==> src/rtl/fp_mul_pkg.sv <==
// Shared types, constants and result packing for the sequenced FP multiplier.
package fp_mul_pkg;

  typedef enum logic [1:0] {
    ST_IDLE = 2'd0,
    ST_MUL  = 2'd1,
    ST_NORM = 2'd2,
    ST_DONE = 2'd3
  } state_t;

  localparam int unsigned EXP_BIAS = 127;
  localparam int unsigned EXP_INF  = 255;
  localparam int unsigned SIG_W    = 24;
  localparam int unsigned PROD_W   = 48;
  localparam int unsigned EXP_W    = 10;
  localparam int unsigned WORD_W   = 32;

  typedef struct packed {
    logic [WORD_W-1:0] z;
    logic              ovf;
    logic              unf;
  } result_t;

  // Signed infinity word; also used for NaN and inf*0 operands.
  function automatic logic [WORD_W-1:0] inf_word(input logic sign);
    return {sign, 8'hFF, 23'h0};
  endfunction

  // Signed zero word.
  function automatic logic [WORD_W-1:0] zero_word(input logic sign);
    return {sign, 31'h0};
  endfunction

  // Pack a normalised product (hidden bit at P[46]) with overflow/underflow clamping.
  function automatic result_t pack_result(input logic                    sign,
                                          input logic signed [EXP_W-1:0] e,
                                          input logic [PROD_W-1:0]       p);
    result_t r;
    r.z   = zero_word(sign);
    r.ovf = 1'b0;
    r.unf = 1'b0;
    if (e >= $signed(EXP_W'(EXP_INF))) begin
      r.z   = inf_word(sign);
      r.ovf = 1'b1;
    end else if (e <= $signed(EXP_W'(0))) begin
      r.z   = zero_word(sign);
      r.unf = 1'b1;
    end else begin
      r.z = {sign, e[7:0], p[45:23]};
    end
    return r;
  endfunction

endpackage

==> src/rtl/fp_mul_norm_step.sv <==
// One renormalisation action on the product: shift right, shift left, or finish.
module fp_mul_norm_step
  import fp_mul_pkg::*;
(
  input  logic [PROD_W-1:0]        p,
  input  logic signed [EXP_W-1:0]  e,
  output logic [PROD_W-1:0]        p_next_c,
  output logic signed [EXP_W-1:0]  e_next_c,
  output logic                     done_c,
  output logic                     is_zero_c
);

  // Priority: zero product, carry-out bit, already normalised, else shift up.
  always_comb begin
    p_next_c  = p;
    e_next_c  = e;
    done_c    = 1'b0;
    is_zero_c = 1'b0;
    if (p == '0) begin
      is_zero_c = 1'b1;
    end else if (p[47]) begin
      p_next_c = p >> 1;
      e_next_c = e + EXP_W'(1);
    end else if (p[46]) begin
      done_c = 1'b1;
    end else begin
      p_next_c = p << 1;
      e_next_c = e - EXP_W'(1);
    end
  end

endmodule

==> src/rtl/fp_mul_sequencer.sv <==
// Multi-cycle IEEE single multiply: shift-add significand loop, bounded renormalise, truncating pack.
module fp_mul_sequencer
  import fp_mul_pkg::*;
#(
  parameter int unsigned ITER_BITS = 1
) (
  input  logic        clk,
  input  logic        rst,
  input  logic        in_valid,
  output logic        in_ready,
  input  logic [31:0] in_a,
  input  logic [31:0] in_b,
  output logic        out_valid,
  input  logic        out_ready,
  output logic [31:0] out_z,
  output logic        out_ovf,
  output logic        out_unf
);

  localparam int unsigned MUL_CYCLES = SIG_W / ITER_BITS;
  localparam int unsigned CNT_W      = 5;

  state_t state;
  state_t state_next;

  // Datapath registers
  logic                     sign;
  logic signed [EXP_W-1:0]  e;
  logic [PROD_W-1:0]        p;
  logic [PROD_W-1:0]        ma;
  logic [SIG_W-1:0]         mb;
  logic [CNT_W-1:0]         cnt;

  // Next values of the registered outputs
  logic        in_ready_next;
  logic        out_valid_next;
  logic [31:0] z_next;
  logic        ovf_next;
  logic        unf_next;

  // Operand decode
  logic [7:0]  ea;
  logic [7:0]  eb;
  logic [22:0] fa;
  logic [22:0] fb;
  logic        a_inf;
  logic        b_inf;
  logic        a_zero;
  logic        b_zero;
  logic        sign_in;
  logic [SIG_W-1:0]        sig_a;
  logic [SIG_W-1:0]        sig_b;
  logic [7:0]              ea_eff;
  logic [7:0]              eb_eff;
  logic signed [EXP_W-1:0] e_init;

  // Loop helpers
  logic                     mul_last;
  logic [ITER_BITS-1:0]     chunk;
  logic [PROD_W-1:0]        partial;
  logic [PROD_W-1:0]        norm_p;
  logic signed [EXP_W-1:0]  norm_e;
  logic                     norm_done;
  logic                     norm_zero;
  result_t                  packed_r;

  assign ea      = in_a[30:23];
  assign eb      = in_b[30:23];
  assign fa      = in_a[22:0];
  assign fb      = in_b[22:0];
  assign a_inf   = (ea == 8'hFF);
  assign b_inf   = (eb == 8'hFF);
  assign a_zero  = (ea == 8'h00) && (fa == 23'h0);
  assign b_zero  = (eb == 8'h00) && (fb == 23'h0);
  assign sign_in = in_a[31] ^ in_b[31];

  // Denormals carry no hidden bit and use exponent 1
  assign sig_a  = {(ea != 8'h00), fa};
  assign sig_b  = {(eb != 8'h00), fb};
  assign ea_eff = (ea == 8'h00) ? 8'd1 : ea;
  assign eb_eff = (eb == 8'h00) ? 8'd1 : eb;
  assign e_init = EXP_W'(ea_eff) + EXP_W'(eb_eff) - EXP_W'(EXP_BIAS);

  assign mul_last = (cnt == CNT_W'(MUL_CYCLES - 1));
  assign chunk    = mb[ITER_BITS-1:0];
  assign partial  = ma * PROD_W'(chunk);
  assign packed_r = pack_result(sign, e, p);

  fp_mul_norm_step u_norm (
    .p         (p),
    .e         (e),
    .p_next_c  (norm_p),
    .e_next_c  (norm_e),
    .done_c    (norm_done),
    .is_zero_c (norm_zero)
  );

  // State register
  always_ff @(posedge clk) begin
    if (rst) begin
      state <= ST_IDLE;
    end else begin
      state <= state_next;
    end
  end

  // Next-state logic
  always_comb begin
    state_next = state;
    case (state)
      ST_IDLE: begin
        if (in_valid) begin
          if (a_inf || b_inf || a_zero || b_zero) state_next = ST_DONE;
          else                                    state_next = ST_MUL;
        end
      end
      ST_MUL:  if (mul_last) state_next = ST_NORM;
      ST_NORM: if (norm_done || norm_zero) state_next = ST_DONE;
      ST_DONE: if (out_ready) state_next = ST_IDLE;
      default: state_next = ST_IDLE;
    endcase
  end

  // Output logic: next values for the registered handshake and result outputs
  always_comb begin
    in_ready_next  = (state_next == ST_IDLE);
    out_valid_next = (state_next == ST_DONE);
    z_next         = out_z;
    ovf_next       = out_ovf;
    unf_next       = out_unf;
    case (state)
      ST_IDLE: begin
        if (in_valid) begin
          ovf_next = 1'b0;
          unf_next = 1'b0;
          if (a_inf || b_inf)        z_next = inf_word(sign_in);
          else if (a_zero || b_zero) z_next = zero_word(sign_in);
        end
      end
      ST_NORM: begin
        if (norm_zero) begin
          z_next   = zero_word(sign);
          unf_next = 1'b1;
        end else if (norm_done) begin
          z_next   = packed_r.z;
          ovf_next = packed_r.ovf;
          unf_next = packed_r.unf;
        end
      end
      default: ;
    endcase
  end

  // Output registers
  always_ff @(posedge clk) begin
    if (rst) begin
      in_ready  <= 1'b1;
      out_valid <= 1'b0;
      out_z     <= '0;
      out_ovf   <= 1'b0;
      out_unf   <= 1'b0;
    end else begin
      in_ready  <= in_ready_next;
      out_valid <= out_valid_next;
      out_z     <= z_next;
      out_ovf   <= ovf_next;
      out_unf   <= unf_next;
    end
  end

  // Datapath: operand latch, shift-add multiply, renormalise
  always_ff @(posedge clk) begin
    if (rst) begin
      sign <= 1'b0;
      e    <= '0;
      p    <= '0;
      ma   <= '0;
      mb   <= '0;
      cnt  <= '0;
    end else begin
      case (state)
        ST_IDLE: begin
          if (in_valid) begin
            sign <= sign_in;
            e    <= e_init;
            p    <= '0;
            ma   <= PROD_W'(sig_a);
            mb   <= sig_b;
            cnt  <= '0;
          end
        end
        ST_MUL: begin
          p   <= p + partial;
          ma  <= ma << ITER_BITS;
          mb  <= mb >> ITER_BITS;
          cnt <= cnt + CNT_W'(1);
        end
        ST_NORM: begin
          p <= norm_p;
          e <= norm_e;
        end
        default: ;
      endcase
    end
  end

endmodule

==> config.mk <==
export PLATFORM = sky130hd
export DESIGN_NAME = fp_mul_sequencer
export DESIGN_NICKNAME = d
export VERILOG_FILES = /design/src/rtl/fp_mul_pkg.sv /design/src/rtl/fp_mul_norm_step.sv /design/src/rtl/fp_mul_sequencer.sv
export SDC_FILE = /design/constraint.sdc
export NUM_CORES = 1
export LEC_CHECK = 0
export BUFFER_PORTS_ARGS = -buffer_cell sky130_fd_sc_hd__buf_2
export CAP_MARGIN = 20
export CORE_ASPECT_RATIO = 1.1
export CORE_MARGIN = 2
export CORE_UTILIZATION = 40
export CTS_CLUSTER_SIZE = 40
export DETAILED_ROUTE_END_ITERATION = 6
export SLEW_MARGIN = 20
export SYNTH_ARGS = -nofsm -noshare
export SYNTH_HDL_FRONTEND = slang
export SYNTH_SLANG_ARGS = --single-unit
==> constraint.sdc <==
create_clock -name clk -period 4.28 [get_ports clk]
set_clock_uncertainty 0.05 [all_clocks]
set_input_delay 0.214 -clock clk [delete_from_list [all_inputs] [get_ports clk]]
set_output_delay 0.214 -clock clk [all_outputs]
set_load 0.02 [all_outputs]
# Yosys cells after proc, flatten, opt, wreduce, memory -nomap -nowiden
# Cells that the tools add are included.
# W data, S select, Z words.
[totals]
wordCells = 110
out_inout_bits = 36
regBits = 174
inputBits = 68
[classes]
reduce_logical = 27
eq_ne = 14
order_cmp = 2
bitwise = 1
addsub = 6
n_mul = 1
n_mux = 46
[ops]
columns = ["op", "n"]
rows = [
  ["$mux W48", 4],
  ["$mux W32", 5],
  ["$pmux W48 S3", 1],
  ["$pmux W48 S2", 1],
  ["$pmux W32 S2", 1],
  ["$mux W31", 2],
  ["$add A48 B48 Y48", 1],
  ["$logic_not A48 Y1", 1],
  ["$mul A48 B1 Y48", 1],
  ["$pmux W24 S2", 1],
  ["$mux W47", 1],
  ["$logic_not A23 Y1", 2],
  ["$mux W10", 4],
  ["$mux W24", 1],
  ["$pmux W10 S2", 1],
  ["$eq A8 B8 Y1 const B", 2],
  ["$logic_not A8 Y1", 2],
  ["$mux W8", 2],
  ["$reduce_and A4 Y1", 4],
  ["$reduce_bool A8 Y1", 2],
  ["$mux W1", 12],
  ["$add A10 B2 Y10 const B", 1],
  ["$ge A10 B9 Y1 const B", 1],
  ["$le A10 B1 Y1 const B", 1],
  ["22 further kinds", 43],
]

# Longest topological paths before layout
# Gate-level depths: netlist (run 1).
[logic_depth]
depth_word = 8
depth_mapped = 14
ltp_nobuf = 14

# By module
# A second synthesis (run 1) with hierarchy kept.
[unflattened]
hier_cells = 1612
hier_area_um2 = 12255.5
[modules_own_cells]
columns = ["mod", "instances", "cells_per_inst", "seq_area_each_um2", "area_each_um2"]
rows = [
  ["fp_mul_sequencer", 1, 1329, 3483.3, 10746.6],
  ["fp_mul_norm_step", 1, 283, 0.0, 1508.9],
]

# Worst setup path before layout (run 1)
# No wires, ideal clock.
[synth_timing]
path_type = "register to register"
from = "register mb[0]"
to = "register p[30]"
stages_incl_launch_ff = 15
setup_slack_ns = 1.073
t_required_ns = 4.097
setup_time_ns = 0.133
period_less_slack_ns = 3.207
t_arrival_ns = 3.024
path_buffers = 1
path_cell_list = "dfxtp_1 clkbuf_1 and2_1 ha_1 fa_1 a21o_1 a221oi_4 o21ai_2 a211oi_1 nor4_1 o2111ai_2 a21oi_1 a21boi_0 xor2_1 o221ai_1"
[synth_via]
elab_chain_len = 3
[synth_rtl]
columns = ["item", "line_no", "rtl"]
rows = [
  ["from (decl)", "fp_mul_sequencer.sv:31", "logic [SIG_W-1:0] mb;"],
  ["from (signal assigned)", "fp_mul_sequencer.sv:188", "mb <= sig_b;"],
  ["from (signal assigned)", "fp_mul_sequencer.sv:195", "mb <= mb >> ITER_BITS;"],
  ["$mul A48 B1 Y48", "fp_mul_sequencer.sv:86", "assign partial = ma * PROD_W'(chunk);"],
  ["$add A48 B48 Y48", "fp_mul_sequencer.sv:193", "p <= p + partial;"],
  ["$pmux W48 S3", "fp_mul_sequencer.sv:181", "case (state)"],
  ["to (signal assigned)", "fp_mul_sequencer.sv:193", ""],
  ["to (signal assigned)", "fp_mul_sequencer.sv:199", "p <= norm_p;"],
  ["to (decl)", "fp_mul_sequencer.sv:29", "logic [PROD_W-1:0] p;"],
]
# Every way passes these cells.
# A chain may end at the register's enable or synchronous reset.

# Final worst setup path (run 1)
[layout_timing]
from = "register mb[0]"
to = "register p[47]"
# Same word-level chain as after synthesis.

==> results of run 1 <==
==> power groups by stage <==
stage	Clock, mW	Combinational (mW)	Sequential (mW)
global placement	0	0.671	1.80
detailed placement	0	0.679	1.80
floorplan	0	0.532	1.77
CTS	1.63	0.682	1.76
finish	1.60	0.691	1.76
global route	1.69	0.770	1.78
==> synthesized netlist by cell type, types with 4 or more instances <==
| cell | count | share of area (%) |
|---|---|---|
| nor2b_1 | 6 | 0.32 |
| nand3_1 | 24 | 1.0 |
| and2_1 | 55 | 2.9 |
| nand2b_1 | 10 | 0.53 |
| mux2i_1 | 86 | 7.2 |
| and3_1 | 8 | 0.42 |
| o21bai_1 | 4 | 0.25 |
| dfxtp_1 | 174 | 29 |
| or2_2 | 5 | 0.26 |
| o22ai_1 | 21 | 1.1 |
| o21a_1 | 8 | 0.50 |
| nand2_1 | 110 | 3.5 |
| a21o_1 | 32 | 2.0 |
| clkbuf_1 | 73 | 2.3 |
| nor3_1 | 31 | 1.3 |
| nor3b_1 | 5 | 0.32 |
| buf_2 | 16 | 0.67 |
| nand4_1 | 25 | 1.3 |
| o31ai_1 | 10 | 0.63 |
| a31oi_1 | 8 | 0.42 |
| o32ai_1 | 4 | 0.29 |
| xor2_1 | 26 | 1.9 |
| a21oi_1 | 97 | 4.1 |
| inv_1 | 36 | 1.1 |
| o221ai_1 | 5 | 0.37 |
| ha_1 | 75 | 7.9 |
| a22oi_1 | 65 | 4.1 |
| o211ai_1 | 8 | 0.50 |
| o31a_1 | 8 | 0.59 |
| o21ai_0 | 36 | 1.5 |
| nor4_1 | 30 | 1.6 |
| a211oi_1 | 54 | 3.4 |
| a221oi_1 | 11 | 0.81 |
| xnor2_1 | 29 | 2.1 |
| or3_1 | 15 | 0.79 |
| buf_1 | 11 | 0.35 |
| nor2_1 | 188 | 5.9 |
==> kinds of logic after synthesis <==
group | count (synthesis) | share of synthesized area [%]
AOI/OAI and AO/OA | 418 | 24.8
xor gates and xnor gates | 55 | 4.05
adders and majority gates | 78 | 8.39
buffers and inverters | 145 | 5.25
DFF | 174 | 29.3
muxes | 87 | 7.33
and+or+nand+nor | 524 | 20.9
==> metal layers <==
metal	track usage (%)	share of wire (%)
met5	0	0
met4	5.41	1.3
met3	2.52	3.9
met2	35.5	46
met1	30.4	49
==> state kept, by name, indices dropped and copies added, names as in the netlist <==
signal,count
sign,1
p,48
out_unf,1
e,10
out_ovf,1
cnt,5
state,2
mb,24
out_valid,1
in_ready,1
out_z,32
ma,48
==> layout make-up <==
cell class	instances	area [sq um]	area share, %
Timing Repair Buffer	126	726	5.49
Clock buffer	17	425	3.22
Clock inverter	15	171	1.30
Multi-Input combinational cell	1162	7820	59.1
Tap cell	374	468	3.54
Inverter	36	135	1.02
Sequential cell	174	3480	26.3
==> how the worst max path moves through the flow <==
stage	slack [ns]	end	from
finish	0.37	p[47]$_SDFFE_PP0P_	mb[0]$_SDFFE_PP0P_
detailed placement	0.43	p[47]$_SDFFE_PP0P_	mb[0]$_SDFFE_PP0P_
global placement	0.53	p[30]$_SDFFE_PP0P_	mb[0]$_SDFFE_PP0P_
CTS	0.40	p[47]$_SDFFE_PP0P_	mb[0]$_SDFFE_PP0P_
global route	0.09	p[47]$_SDFFE_PP0P_	mb[0]$_SDFFE_PP0P_
floorplan	1.07	p[30]$_SDFFE_PP0P_	mb[0]$_SDFFE_PP0P_
==> metrics by stage <==
stage / setup WS, ns / instance area (sq um) / std cells
after global placement: 0.527 / 12600 / 1870
final: 0.367 / 13200 / 1904
after detailed placement: 0.432 / 12600 / 1870
after global routing: 0.0852 / 13200 / 1904
after CTS: 0.400 / 13200 / 1903
after floorplan: 1.07 / 11900 / 1481
==> worst reg2reg max path, cell delays in order, from the launching register on <==
cell	delay, ns
dfxtp_1	0.81
buf_4	0.39
and2_1	0.18
ha_1	0.28
nand4_1	0.19
or2_1	0.28
or3_1	0.37
o211a_1	0.28
o31ai_4	0.38
nand3_1	0.12
a21boi_1	0.25
or3_1	0.15
nand3_1	0.06
==> what timing repair did <==
item / in CTS / in global routing
hold endpoints to repair: 1 / 0
hold buffers: 1 / 0
setup endpoints to repair: 0 / 0
setup buffers: 0 / 0
==> results.yml, run 1 <==
die:
  rows: 66
  ioPinCount: 104
  die_x_um: 168
  start_util_pct: 40.5
  die_h_um: 185
  dieArea_sq_um: 31100
  core_sq_um: 29400
pwr:
  combPwrFrac_pct: 17.0
  power.leakage_nw: 5.24
  p_int_mw: 2.76
  max-vdd-ir-drop_mv: 0.213
  powerDensity_nw_per_um2: 307
  p_sw_mw: 1.30
  seq_power_share_pct: 43.5
  swShare_pct: 32.1
  power_mw: 4.06
  p_clk_share_pct: 39.5
global_routing:
  grt_antenna_before_repair: 0
  grt_remaining_overflow: 0
  grtUsageTotal_pct: 21.7
  grt_pass1_wl_um: 55300
  grt_pass1_vias: 10400
  grt_max_degree: 96
worst_setup_path:
  crit_type: "reg2reg"
  r2r_slack_ns: 0.37
  cpMaxStageDelayCell: "dfxtp_1"
  crit_path_end_kind: "register"
  slowest_delay_ns: 0.81
  timing.rr.start: "mb[0]$_SDFFE_PP0P_"
  cp_top_family: "simple AND/OR/NAND/NOR gates"
  setup.worst_path.start_class: "register"
  crit_chain: "buf_4 > and2_1 > ha_1 > nand4_1 > or2_1 > or3_1 > o211a_1 > o31ai_4 > nand3_1 > a21boi_1 > or3_1 > nand3_1"
  cp_num_buf_inv: 1
  cp.required_ns: 4.55
  cp_max_fo: 27
  reg2reg_depth: 12
  critical_path_arrival_ns: 4.18
  r2r_end: "p[47]$_SDFFE_PP0P_"
  cp.depth: 12
drt:
  ant_nets: 0
  route.detailed.drc: 0
  vias_per_cell: 5.83
  wire_per_inst_um: 17.8
  drtIter0Drc: 953
  firstDrtPassIters: 7
  routed-via-count: 11100
  routed_wirelength_um: 33800
placed_design:
  hpwl_um: 24800
  gp_congestion: 0.934
  portBuffers: 103
synthesis:
  ys_warn_count: 0
  ys_ff_latch: 174
  ys_types: 85
  async_flop_share_pct: 0
  synth_edf_count: 0
  syn_area_per_cell_sq_um: 8.03
  ys_seq_area_share_pct: 29.3
  syn-num-nets: 1627
  synthCells: 1481
  netlist_area_sq_um: 11900
  ys.flop_type: "dfxtp_1"
sta:
  fmaxAchievable_mhz: 256
  hold_viol: 0
  drv_slew: 0
  period_needed_ns: 3.91
  fin_setup_tns_ns: 0
  post-route-period-util_pct: 91.4
  setup_violations: 0
  whs_ns: 0.0608
  slew_headroom_pct: 30.7
  rsz0062_at_grt: "false"
  tightest_slew_ns: 1.04
clock_tree:
  cts_resized: 0
  clock-root-buffer: "clkbuf_16"
  cts_tree: "yes"
  numCtsBuffers: 17
  clkSinkCount: 174
  clk_latency_ns: 0.44
  ctsHtreeMaxLevel: 4
  clkTransAtPathRegs_ns: 0.08
  cts_buffer_depth: 2
cells_and_area:
  nNetsFinal: 1663
  drive_gt1_share_pct: 12.2
  post-route-util_pct: 45.0
  syn_to_final_growth_pct: 11.2
  final_common_cell: "nor2_1"
  antennaDiodeCount: 0
  most-common-layout-cells: "nor2_1, dfxtp_1, nand2_1, buf_2, a21oi_1"
  n_fill_cell: 2993
flow_run:
  cap_violations: 0
hold_path:
  hold_path_depth: 3
  holdPathEnd: "ma[8]$_SDFFE_PP0P_"
  hp-start: "in_a[8]"
  hold_class: "in2reg"
run_status:
  outcome: "finished clean"
(Power assumes the default switching activity.)
==> inputs of run 2 (changes only) <==
--- a/config.mk
+++ b/config.mk
@@ -7,7 +7,7 @@
 export LEC_CHECK = 0
 export BUFFER_PORTS_ARGS = -buffer_cell sky130_fd_sc_hd__buf_2
 export CAP_MARGIN = 20
-export CORE_ASPECT_RATIO = 1.1
+export CORE_ASPECT_RATIO = 0.5
 export CORE_MARGIN = 2
 export CORE_UTILIZATION = 40
 export CTS_CLUSTER_SIZE = 40
==> run 2 against run 1 <==
- fmax rose by 2.6%
- combinational power rose by 2%
- sequential power barely moved
- sequential share of layout area fell by 0.070 points
- critical path depth rose by 1
- critical path type unchanged
- die area rose by 0.27%
==> results.yml, run 2 (same netlist as run 1, synthesis figures left out) <==
die:
  dieArea_sq_um: 31200
  rows: 44
  start_util_pct: 40.9
  die_h_um: 126
  core_sq_um: 29100
  die_x_um: 248
  ioPinCount: 104
worst_setup_path:
  crit_start: "mb[0]$_SDFFE_PP0P_"
  slowest_delay_ns: 0.44
  cpMaxStageDelayCell: "a221oi_4"
  crit_path_end: "p[46]$_SDFFE_PP0P_"
  r2r_end: "p[46]$_SDFFE_PP0P_"
  cp.required_ns: 4.57
  crit_path_end_kind: "register"
  cp_max_fo: 12
  reg2reg_depth: 13
  critical_path_arrival_ns: 4.10
  crit_chain: "and2_1 > ha_1 > fa_1 > a21o_1 > a221oi_4 > nor4_1 > o31ai_1 > a21oi_1 > o41ai_2 > o31ai_1 > a21oi_1 > xor2_1 > o21ai_0"
  setup.worst_path.start_class: "register"
  timing.rr.start: "mb[0]$_SDFFE_PP0P_"
  crit_type: "reg2reg"
  r2r_slack_ns: 0.46
clock_tree:
  post-cts-setup-buffers: 0
  ctsHtreeMaxLevel: 4
  cts_buffer_depth: 2
  clk_latency_ns: 0.46
  numCtsBuffers: 17
  clkTransAtPathRegs_ns: 0.07
  clock-root-buffer: "clkbuf_16"
  clkSinkCount: 174
  cts_tree: "yes"
sta:
  tightest_slew_ns: 0.971
  fin_setup_tns_ns: 0
  post-route-period-util_pct: 89.2
  fmaxAchievable_mhz: 262
  rsz0062_at_grt: "false"
  setup_violations: 0
  period_needed_ns: 3.82
  hold_viol: 0
  drv_slew: 0
  slew_headroom_pct: 35.3
cells_and_area:
  final_cells: 1922
  nNetsFinal: 1665
  syn_to_final_growth_pct: 11.5
  drive_gt1_share_pct: 12.3
  antennaDiodeCount: 0
  final_common_cell: "nor2_1"
  n_fill_cell: 2878
  most-common-layout-cells: "nor2_1, dfxtp_1, nand2_1, buf_2, a21oi_1"
  largestRegisters: "ma x48, p x48, out_z x32"
global_routing:
  grt_antenna_before_repair: 0
  grtUsageTotal_pct: 22.7
  grt_pass1_wl_um: 56800
  grt_pass1_vias: 10500
  grt_max_degree: 96
  grt_remaining_overflow: 0
placed_design:
  dp.cells: 1890
  portBuffers: 103
  hpwl_um: 26200
  gp_congestion: 0.941
hold_path:
  hold_class: "in2reg"
  hold_path_depth: 3
run_status:
  outcome: "finished clean"
drt:
  drtIter0Drc: 733
  firstDrtPassIters: 5
  ant_nets: 0
  routed_wirelength_um: 35500
  route.detailed.drc: 0
  routed-via-count: 11100
  vias_per_cell: 5.80
  wire_per_inst_um: 18.5
pwr:
  power.leakage_nw: 5.25
  powerDensity_nw_per_um2: 311
  max-vdd-ir-drop_mv: 0.276
flow_run:
  cap_violations: 0
## run 2: area by class of cell
class                           count  area [sq um]  share of cell area [%]
Timing Repair Buffer              128           721                    5.43
Sequential cell                   174          3480                    26.3
Clock inverter                     14           183                    1.38
Clock buffer                       17           425                    3.21
Inverter                           36           135                    1.02
Tap cell                          391           489                    3.69
Multi-Input combinational cell   1162          7830                    59.0
## run 2: timing repair
action	in CTS	in global routing
hold buffers	1	0
endpoints found under the hold margin	1	0
endpoints found under the setup margin	0	0
resized for setup	0	0
## run 2: critical path: cells and delay by family (launching register included)
family / cells / cell delay (ns)
AOI/OAI and AO/OA: 8 / 2.12
DFF: 1 / 0.40
xor gates and xnor gates: 1 / 0.18
and+or+nand+nor: 2 / 0.32
adders and majority gates: 2 / 0.62
## run 2: how the worst min path moves through the flow
stage / startpoint / endpoint / slack (ns)
floorplan: in_a[0] / ma[0]$_SDFFE_PP0P_ / 0.31
global route: in_b[19] / mb[19]$_SDFFE_PP0P_ / 0.04
finish: in_b[5] / mb[5]$_SDFFE_PP0P_ / 0.04
detailed placement: out_z[23]$_SDFFE_PP0P_ / out_z[23]$_SDFFE_PP0P_ / 0.41
CTS: in_b[5] / mb[5]$_SDFFE_PP0P_ / 0.03
global placement: out_z[26]$_SDFFE_PP0P_ / out_z[26]$_SDFFE_PP0P_ / 0.40
## run 2: power breakdown
| group | switching [mW] | internal [mW] |
|---|---|---|
| Clock | 0.735 | 0.928 |
| Sequential | 0.0672 | 1.69 |
| Combinational | 0.434 | 0.268 |
## run 2: stage by stage
stage | total power, mW | area (sq um) | hold slack [ns] | utilization [%] | setup slack [ns]
finish | 4.13 | 13300 | 0.0398 | 45.5 | 0.464
global route | 4.31 | 13300 | 0.0445 | 45.5 | 0.236
CTS | 4.15 | 13300 | 0.0293 | 45.5 | 0.506
detailed placement | 2.50 | 12600 | 0.414 | 43.4 | 0.540
global placement | 2.47 | 12600 | 0.403 | 43.4 | 0.628
floorplan | 2.31 | 11900 | 0.312 | - | 1.07
## run 2: per-layer routing
| layer | wire (um) | track usage (%) | vias to the layer above |
|---|---|---|---|
| li1 | - | - | 5520 |
| met1 | 18000 | 32.7 | 5317 |
| met2 | 15300 | 34.6 | 274 |
| met3 | 1680 | 4.43 | 35 |
| met4 | 531 | 5.88 | 0 |
| met5 | 0 | 0 | - |
